===== src/rtl/nes_pkg.sv =====
// Shared constants, button bit positions and FSM state encoding for the NES controller reader.
package nes_pkg;

  localparam logic [4:0]  NO_BUTTON = 5'd12;
  localparam int unsigned NUM_PAGES = 3;

  localparam int unsigned BTN_A      = 0;
  localparam int unsigned BTN_B      = 1;
  localparam int unsigned BTN_SELECT = 2;
  localparam int unsigned BTN_START  = 3;
  localparam int unsigned BTN_UP     = 4;
  localparam int unsigned BTN_DOWN   = 5;
  localparam int unsigned BTN_LEFT   = 6;
  localparam int unsigned BTN_RIGHT  = 7;

  typedef enum logic [1:0] {
    ST_IDLE   = 2'd0,
    ST_LATCH  = 2'd1,
    ST_SHIFT  = 2'd2,
    ST_UPDATE = 2'd3
  } nes_state_t;

  // Page sequence 0 -> 1 -> 2 -> 0
  function automatic logic [1:0] next_page(input logic [1:0] p);
    return (p == 2'(NUM_PAGES - 1)) ? 2'd0 : p + 2'd1;
  endfunction

endpackage


===== src/rtl/nes_bit_timer.sv =====
// Half-bit phase timer: counts HALF_CYC cycles per phase, two phases per bit, and tracks the bit index.
module nes_bit_timer #(
  parameter int unsigned HALF_CYC = 72
) (
  input  logic       clk,
  input  logic       reset_n,
  input  logic       i_run,
  output logic       o_half_end_c,
  output logic       o_phase,
  output logic [2:0] o_bit
);

  localparam int unsigned HALF_W = (HALF_CYC > 1) ? $clog2(HALF_CYC) : 1;

  logic [HALF_W-1:0] r_cnt;
  logic              r_phase;
  logic [2:0]        r_bit;

  assign o_half_end_c = i_run && (r_cnt == HALF_W'(HALF_CYC - 1));
  assign o_phase      = r_phase;
  assign o_bit        = r_bit;

  // Holds at zero while idle so every frame starts from a clean phase
  always_ff @(posedge clk or negedge reset_n) begin
    if (!reset_n) begin
      r_cnt   <= '0;
      r_phase <= 1'b0;
      r_bit   <= 3'd0;
    end else if (!i_run) begin
      r_cnt   <= '0;
      r_phase <= 1'b0;
      r_bit   <= 3'd0;
    end else if (o_half_end_c) begin
      r_cnt   <= '0;
      r_phase <= ~r_phase;
      if (r_phase) r_bit <= r_bit + 3'd1;
    end else begin
      r_cnt <= r_cnt + HALF_W'(1);
    end
  end

endmodule


===== src/rtl/nes_reader.sv =====
// NES controller poller: latches and shifts 8 buttons, maps d-pad + page to a code.
// Build option NES_DEBOUNCE_EN: accept a button vector only after two identical consecutive polls.
module nes_reader
  import nes_pkg::*;
#(
  parameter int unsigned HALF_CYC = 72,
  parameter int unsigned POLL_CYC = 200000
) (
  input  logic       clk,
  input  logic       reset_n,
  input  logic       nes_data,
  output logic       nes_latch,
  output logic       nes_clk,
  output logic [4:0] nes_code,
  output logic [1:0] page,
  output logic       code_new
);

  localparam int unsigned POLL_W = (POLL_CYC > 1) ? $clog2(POLL_CYC) : 1;

  nes_state_t        r_state;
  logic [POLL_W-1:0] r_poll_cnt;
  logic              r_nes_latch;
  logic              r_nes_clk;
  logic [4:0]        r_code;
  logic [1:0]        r_page;
  logic              r_code_new;
  logic [7:0]        r_shift;
  logic              r_prev_sel;

  logic              w_poll_tick;
  logic              w_half_end;
  logic              w_phase;
  logic [2:0]        w_bit;
  logic              w_accept;
  logic              w_dir_valid;
  logic [1:0]        w_dir;
  logic [1:0]        w_page_next;
  logic [4:0]        w_code_next;

  assign nes_latch = r_nes_latch;
  assign nes_clk   = r_nes_clk;
  assign nes_code  = r_code;
  assign page      = r_page;
  assign code_new  = r_code_new;

  nes_bit_timer #(.HALF_CYC(HALF_CYC)) u_timer (
    .clk          (clk),
    .reset_n      (reset_n),
    .i_run        ((r_state == ST_LATCH) || (r_state == ST_SHIFT)),
    .o_half_end_c (w_half_end),
    .o_phase      (w_phase),
    .o_bit        (w_bit)
  );

  // Free-running poll counter; ticks arriving outside IDLE are simply lost
  always_ff @(posedge clk or negedge reset_n) begin
    if (!reset_n) r_poll_cnt <= '0;
    else if (w_poll_tick) r_poll_cnt <= '0;
    else r_poll_cnt <= r_poll_cnt + POLL_W'(1);
  end

  assign w_poll_tick = (r_poll_cnt == POLL_W'(POLL_CYC - 1));

`ifdef NES_DEBOUNCE_EN
  logic [7:0] r_prev_raw;

  always_ff @(posedge clk or negedge reset_n) begin
    if (!reset_n) r_prev_raw <= '0;
    else if (r_state == ST_UPDATE) r_prev_raw <= r_shift;
  end

  assign w_accept = (r_shift == r_prev_raw);
`else
  logic w_unused_btn;

  assign w_accept     = 1'b1;
  assign w_unused_btn = ^{r_shift[BTN_A], r_shift[BTN_B], r_shift[BTN_START]};
`endif

  // Direction priority Up > Down > Left > Right
  always_comb begin
    w_dir_valid = 1'b1;
    w_dir       = 2'd0;
    if (r_shift[BTN_UP])         w_dir = 2'd0;
    else if (r_shift[BTN_DOWN])  w_dir = 2'd1;
    else if (r_shift[BTN_LEFT])  w_dir = 2'd2;
    else if (r_shift[BTN_RIGHT]) w_dir = 2'd3;
    else                         w_dir_valid = 1'b0;
  end

  assign w_page_next = (r_shift[BTN_SELECT] && !r_prev_sel) ? next_page(r_page) : r_page;
  assign w_code_next = w_dir_valid ? 5'({w_page_next, w_dir}) : NO_BUTTON;

  always_ff @(posedge clk or negedge reset_n) begin
    if (!reset_n) begin
      r_state     <= ST_IDLE;
      r_nes_latch <= 1'b0;
      r_nes_clk   <= 1'b1;
      r_code      <= NO_BUTTON;
      r_page      <= 2'd0;
      r_code_new  <= 1'b0;
      r_shift     <= '0;
      r_prev_sel  <= 1'b0;
    end else begin
      r_code_new <= 1'b0;
      case (r_state)
        ST_IDLE: begin
          if (w_poll_tick) begin
            r_state     <= ST_LATCH;
            r_nes_latch <= 1'b1;
            r_nes_clk   <= 1'b1;
          end
        end
        ST_LATCH: begin
          if (w_half_end && w_phase) begin
            r_shift[BTN_A] <= ~nes_data;
            r_nes_latch    <= 1'b0;
            r_nes_clk      <= 1'b0;
            r_state        <= ST_SHIFT;
          end
        end
        ST_SHIFT: begin
          // Low half then high half; the controller's data is stable by the end of the high half
          if (w_half_end) begin
            if (!w_phase) begin
              r_nes_clk <= 1'b1;
            end else begin
              r_shift[w_bit] <= ~nes_data;
              if (w_bit == 3'd7) r_state <= ST_UPDATE;
              else r_nes_clk <= 1'b0;
            end
          end
        end
        ST_UPDATE: begin
          r_state <= ST_IDLE;
          if (w_accept) begin
            r_page     <= w_page_next;
            r_code     <= w_code_next;
            r_code_new <= (w_code_next != r_code);
            r_prev_sel <= r_shift[BTN_SELECT];
          end
        end
        default: r_state <= ST_IDLE;
      endcase
    end
  end

endmodule


===== config.mk =====
export PLATFORM = sky130hd
export DESIGN_NAME = nes_reader
export DESIGN_NICKNAME = d
export VERILOG_FILES = /design/src/rtl/nes_pkg.sv /design/src/rtl/nes_bit_timer.sv /design/src/rtl/nes_reader.sv
export SDC_FILE = /design/constraint.sdc
export NUM_CORES = 1
export LEC_CHECK = 0
export BUFFER_PORTS_ARGS = -buffer_cell sky130_fd_sc_hd__buf_2
export CAP_MARGIN = 5
export CORE_ASPECT_RATIO = 0.6
export CORE_UTILIZATION = 38
export CTS_BUF_LIST = sky130_fd_sc_hd__clkbuf_4 sky130_fd_sc_hd__clkbuf_8
export CTS_CLUSTER_DIAMETER = 120
export DETAILED_ROUTE_END_ITERATION = 12
export HOLD_SLACK_MARGIN = 0.02
export PLACE_DENSITY = 0.66
export REMOVE_ABC_BUFFERS = 1
export SYNTH_ARGS = -nofsm -noshare
export SYNTH_HDL_FRONTEND = slang
export SYNTH_SLANG_ARGS = --single-unit

===== constraint.sdc =====
create_clock -name clk -period 6 [get_ports clk]
set_clock_uncertainty 0.15 [all_clocks]
set_input_delay 1.2 -clock clk [delete_from_list [all_inputs] [get_ports clk]]
set_output_delay 1.2 -clock clk [all_outputs]
set_load 0.01 [all_outputs]

==> report_table.html <==
<table>
<tr><th>Metric</th><th>Value</th></tr>
<tr><th colspan="2">Outcome</th></tr>
<tr><td>Run status</td><td>finished clean</td></tr>
<tr><th colspan="2">Critical path</th></tr>
<tr><td>Sequence of cells on the critical path</td><td>buf_2</td></tr>
<tr><td>Data arrival time at the worst-slack endpoint</td><td>approximately 1 ns</td></tr>
<tr><td>Kind of start point of the critical path</td><td>register</td></tr>
<tr><td>Cell family contributing the most delay on the critical path</td><td>flip-flops</td></tr>
<tr><td>Crit path buffers/inverters</td><td>1</td></tr>
<tr><td>Setup crit end kind</td><td>output pin</td></tr>
<tr><td>Required time at the endpoint of the critical path</td><td>about 4.7 ns</td></tr>
<tr><td>Peak per-stage delay on the critical path</td><td>0.60 ns</td></tr>
<tr><td>Class of the most critical setup path</td><td>register to output pin</td></tr>
<tr><td>Max Fanout on Critical Path</td><td>7</td></tr>
<tr><td>Slowest stage cell on the critical path</td><td>dfstp_2</td></tr>
<tr><th colspan="2">Routing</th></tr>
<tr><td>Wire length on met1</td><td>around 2600 microns</td></tr>
<tr><td>Highest routed layer</td><td>met4</td></tr>
<tr><td>Number of nets still failing antenna checks after routing</td><td>0</td></tr>
<tr><td>Number of vias in the routed layout</td><td>approximately 1700</td></tr>
<tr><td>First-iteration detailed-routing DRC count</td><td>80</td></tr>
<tr><td>Wire length on met2</td><td>1730 microns</td></tr>
<tr><td>Post-Route WL</td><td>between 4000 and 5000 microns</td></tr>
<tr><td>DRC errors left</td><td>0</td></tr>
<tr><td>Routed vias/inst</td><td>5.05</td></tr>
<tr><td>Post-detailed-route wirelength per cell</td><td>about 13 microns</td></tr>
<tr><td>DR WL met3</td><td>89 microns</td></tr>
<tr><td>Detailed Routing Iterations Pass 1</td><td>4</td></tr>
<tr><th colspan="2">Final layout</th></tr>
<tr><td>Post-route core utilization</td><td>0.435</td></tr>
<tr><td>Fraction of final layout cells with drive strength greater than 1</td><td>0.156</td></tr>
<tr><td>Top library cells by usage in the layout, fill and taps aside</td><td>dfrtp_1 (43), nor2_1 (22), nand3_1 (17)</td></tr>
<tr><td>Number of diodes</td><td>0</td></tr>
<tr><td>Total of fill cells in the finished design</td><td>607</td></tr>
<tr><td>Number of nets at the end of the flow</td><td>267</td></tr>
<tr><td>Commonest non-fill, non-tap cell in the layout</td><td>dfrtp_1</td></tr>
<tr><td>Area Growth Syn to Fin</td><td>9.07%</td></tr>
<tr><th colspan="2">Yosys</th></tr>
<tr><td>Most used DFF post-synth</td><td>dfrtp_1</td></tr>
<tr><td>Yosys warnings</td><td>0</td></tr>
<tr><td>Fraction of post-synthesis cell area in the top cell type by area</td><td>0.436</td></tr>
<tr><td>Most area-consuming cells after synthesis</td><td>dfrtp_1 (44%), ha_1 (4.6%), xnor2_1 (4.3%), nand3_1 (3.4%), nor2_1 (3.3%)</td></tr>
<tr><td>Post-synth EDFFs</td><td>0</td></tr>
<tr><td>Proportion of synthesized flip-flops having asynchronous set or reset</td><td>1.00</td></tr>
<tr><td>Number of register bits inferred by synthesis</td><td>46</td></tr>
<tr><td>Average instance area after synthesis</td><td>10.1 sq um</td></tr>
<tr><td>Number of library cell types mapped by synthesis</td><td>54</td></tr>
<tr><td>Synthesized cell area</td><td>approximately 2500 sq um</td></tr>
<tr><td>Proportion of synthesized chip area in sequential cells</td><td>0.468</td></tr>
<tr><td>Post-synthesis instance total</td><td>245</td></tr>
<tr><td>Yosys top cell by area</td><td>dfrtp_1</td></tr>
<tr><th colspan="2">Clock tree</th></tr>
<tr><td>Post-CTS setup-driven buffer insertion count</td><td>0</td></tr>
<tr><td>Clk slew on worst S/H paths</td><td>0.08 ns</td></tr>
<tr><td>Clock H-tree levels</td><td>2</td></tr>
<tr><td>Cell at the root of the clock tree</td><td>clkbuf_8</td></tr>
<tr><td>Maximum root-to-sink buffer count</td><td>2</td></tr>
<tr><td>Sinks on Clock Net</td><td>46</td></tr>
<tr><td>Post-cts repair resize count</td><td>0</td></tr>
<tr><td>Cts hold-fix bufs</td><td>0</td></tr>
<tr><td>CTS tree</td><td>yes</td></tr>
<tr><td>Number of buffers added by the clock tree synthesis step</td><td>5</td></tr>
<tr><td>Clock latency on the worst-skew pair</td><td>between 0.2 and 0.3 ns</td></tr>
<tr><th colspan="2">STA</th></tr>
<tr><td>Fin. Hold Viols</td><td>0</td></tr>
<tr><td>Finish-stage setup viols</td><td>0</td></tr>
<tr><td>RSZ-0062 raised after global routing</td><td>false</td></tr>
<tr><td>Post-route clock period utilization</td><td>0.397</td></tr>
<tr><td>Fin Setup TNS</td><td>0 ns</td></tr>
<tr><td>Transition time of the tightest slew-check pin</td><td>1.02 ns</td></tr>
<tr><td>Max-Slew Margin vs Limit</td><td>0.312</td></tr>
<tr><td>Max Freq</td><td>0.419 GHz</td></tr>
<tr><td>Final hold slack</td><td>0.317 ns</td></tr>
<tr><td>Clock period minus worst slack</td><td>2.38 ns</td></tr>
<tr><td>Max-slew violation count</td><td>0</td></tr>
<tr><th colspan="2">Global routing</th></tr>
<tr><td>Tot GR Track Use</td><td>0.142</td></tr>
<tr><td>Pin count of the biggest net entering global routing</td><td>47</td></tr>
<tr><td>Wire length of the first global-routing pass</td><td>7620 microns</td></tr>
<tr><td>Vias in the first global route</td><td>1556</td></tr>
<tr><td>Total grt overflow</td><td>0</td></tr>
<tr><td>Number of antenna violations at the first check in global routing</td><td>0</td></tr>
<tr><th colspan="2">Place</th></tr>
<tr><td>Quantity of I/O buffers inserted on ports</td><td>11</td></tr>
<tr><td>Detailed Place HPWL</td><td>around 3200 microns</td></tr>
<tr><td>Placer congestion estimate</td><td>0.825</td></tr>
<tr><th colspan="2">Die</th></tr>
<tr><td>I/O Pins</td><td>13</td></tr>
<tr><td>Number of standard-cell rows in the floorplan</td><td>22</td></tr>
<tr><td>Area of the core</td><td>6190 sq um</td></tr>
<tr><td>Horizontal die dimension</td><td>between 100 and 150 microns</td></tr>
<tr><td>DIE AREA</td><td>6830 sq um</td></tr>
<tr><td>Height of the chip</td><td>roughly 64 microns</td></tr>
<tr><td>Initial standard-cell utilization of the core</td><td>0.399</td></tr>
<tr><th colspan="2">Power</th></tr>
<tr><td>Power density of the placed cells</td><td>204 nW/um^2</td></tr>
<tr><td>Leakage power</td><td>1.16 nW</td></tr>
<tr><td>Peak supply drop</td><td>approximately 0.13 mV</td></tr>
<tr><th colspan="2">Job</th></tr>
<tr><td>Count of max-cap constraint violations</td><td>0</td></tr>
<tr><th colspan="2">Worst hold path</th></tr>
<tr><td>Worst min-delay path category</td><td>register to register</td></tr>
</table>
-- cell type report --
class	instances	area, sq um	area share
clock inverters	1	30.0	0.0112
inverters	12	45.0	0.0167
well taps	84	105	0.0390
multi-input cells	178	1210	0.450
repair buffers	12	62.6	0.0232
clock buffers	7	83.8	0.0311
flip-flops and latches	46	1150	0.429
-- final timing paths --
check                                   end        startpoint  cells past startpoint  slack, ns
setup / recovery                nes_code[3]       nes_code[3]                      1       3.62
hold / removal             u_timer.r_cnt[0]  u_timer.r_cnt[0]                      1       0.32
setup reg to reg                 r_shift[5]        r_state[0]                      6       3.70
hold reg to reg            u_timer.r_cnt[0]  u_timer.r_cnt[0]                      1       0.32
max in group asynchronous           page[0]           reset_n                      1       4.14
min in group asynchronous  u_timer.r_cnt[2]           reset_n                      1       0.91
-- layer usage --
metal / vias up / global-route usage
met3: 5 / 0.0302
met4: 0 / 0.0365
met5: - / 0
met1: 809 / 0.227
li1: 890 / -
met2: 13 / 0.190
-- power by group --
group          switching [mW]  total (mW)  internal, mW
Combinational         0.00651     0.00702      0.000512
Sequential                  0       0.310         0.310
Clock                   0.100       0.234         0.134
Total                   0.107       0.551         0.444
-- kinds of logic (layout without fill, tap and decap cells) --
family          Yosys count  in the layout  share of synthesized area
flops                    46             46                      0.468
simple gates             95             95                      0.213
xor+xnor                 20             20                     0.0710
other cells               1              1                    0.00152
buf+inv                  21             32                     0.0416
fa+ha+maj                 9              9                     0.0456
mux                       5              5                     0.0218
compound gates           48             48                      0.138
-- cells in the mapped netlist (all sizes together), types with 2 or more instances --
cell type	number
and3	4
a31o	2
or3	2
and4	2
nor3	10
a21boi	4
a21oi	11
a211oi	2
nand2	13
nor2b	3
nor4	2
mux2	3
nand2b	5
ha	9
a41oi	2
nand3	17
mux2i	2
xnor2	12
nand4	4
buf	5
o21ai	9
and4b	2
o31ai	4
and2	5
a31oi	3
nor2	22
dfrtp	43
inv	12
xor2	8
clkbuf	4
dfstp	3
-- per-stage QoR --
| stage | total power [mW] | std cells | area (sq um) | setup WS (ns) |
|---|---|---|---|---|
| floorplan | 0.316 | 236 | 2410 | 3.84 |
| global placement | 0.324 | 331 | 2570 | 3.56 |
| detailed placement | 0.324 | 331 | 2570 | 3.45 |
| CTS | 0.558 | 339 | 2690 | 3.42 |
| global route | 0.572 | 340 | 2690 | 3.55 |
| finish | 0.551 | 340 | 2690 | 3.62 |
-- flip-flops by register name (all words and copies together) (netlist names) --
| register | flops |
|---|---|
| u_timer.o_bit | 3 |
| nes_clk | 1 |
| nes_latch | 1 |
| code_new | 1 |
| r_state | 2 |
| r_prev_sel | 1 |
| r_poll_cnt | 18 |
| r_shift | 5 |
| u_timer.r_cnt | 7 |
| u_timer.o_phase | 1 |
| page | 2 |
| nes_code | 4 |
Power figures use the tool's default switching activity.
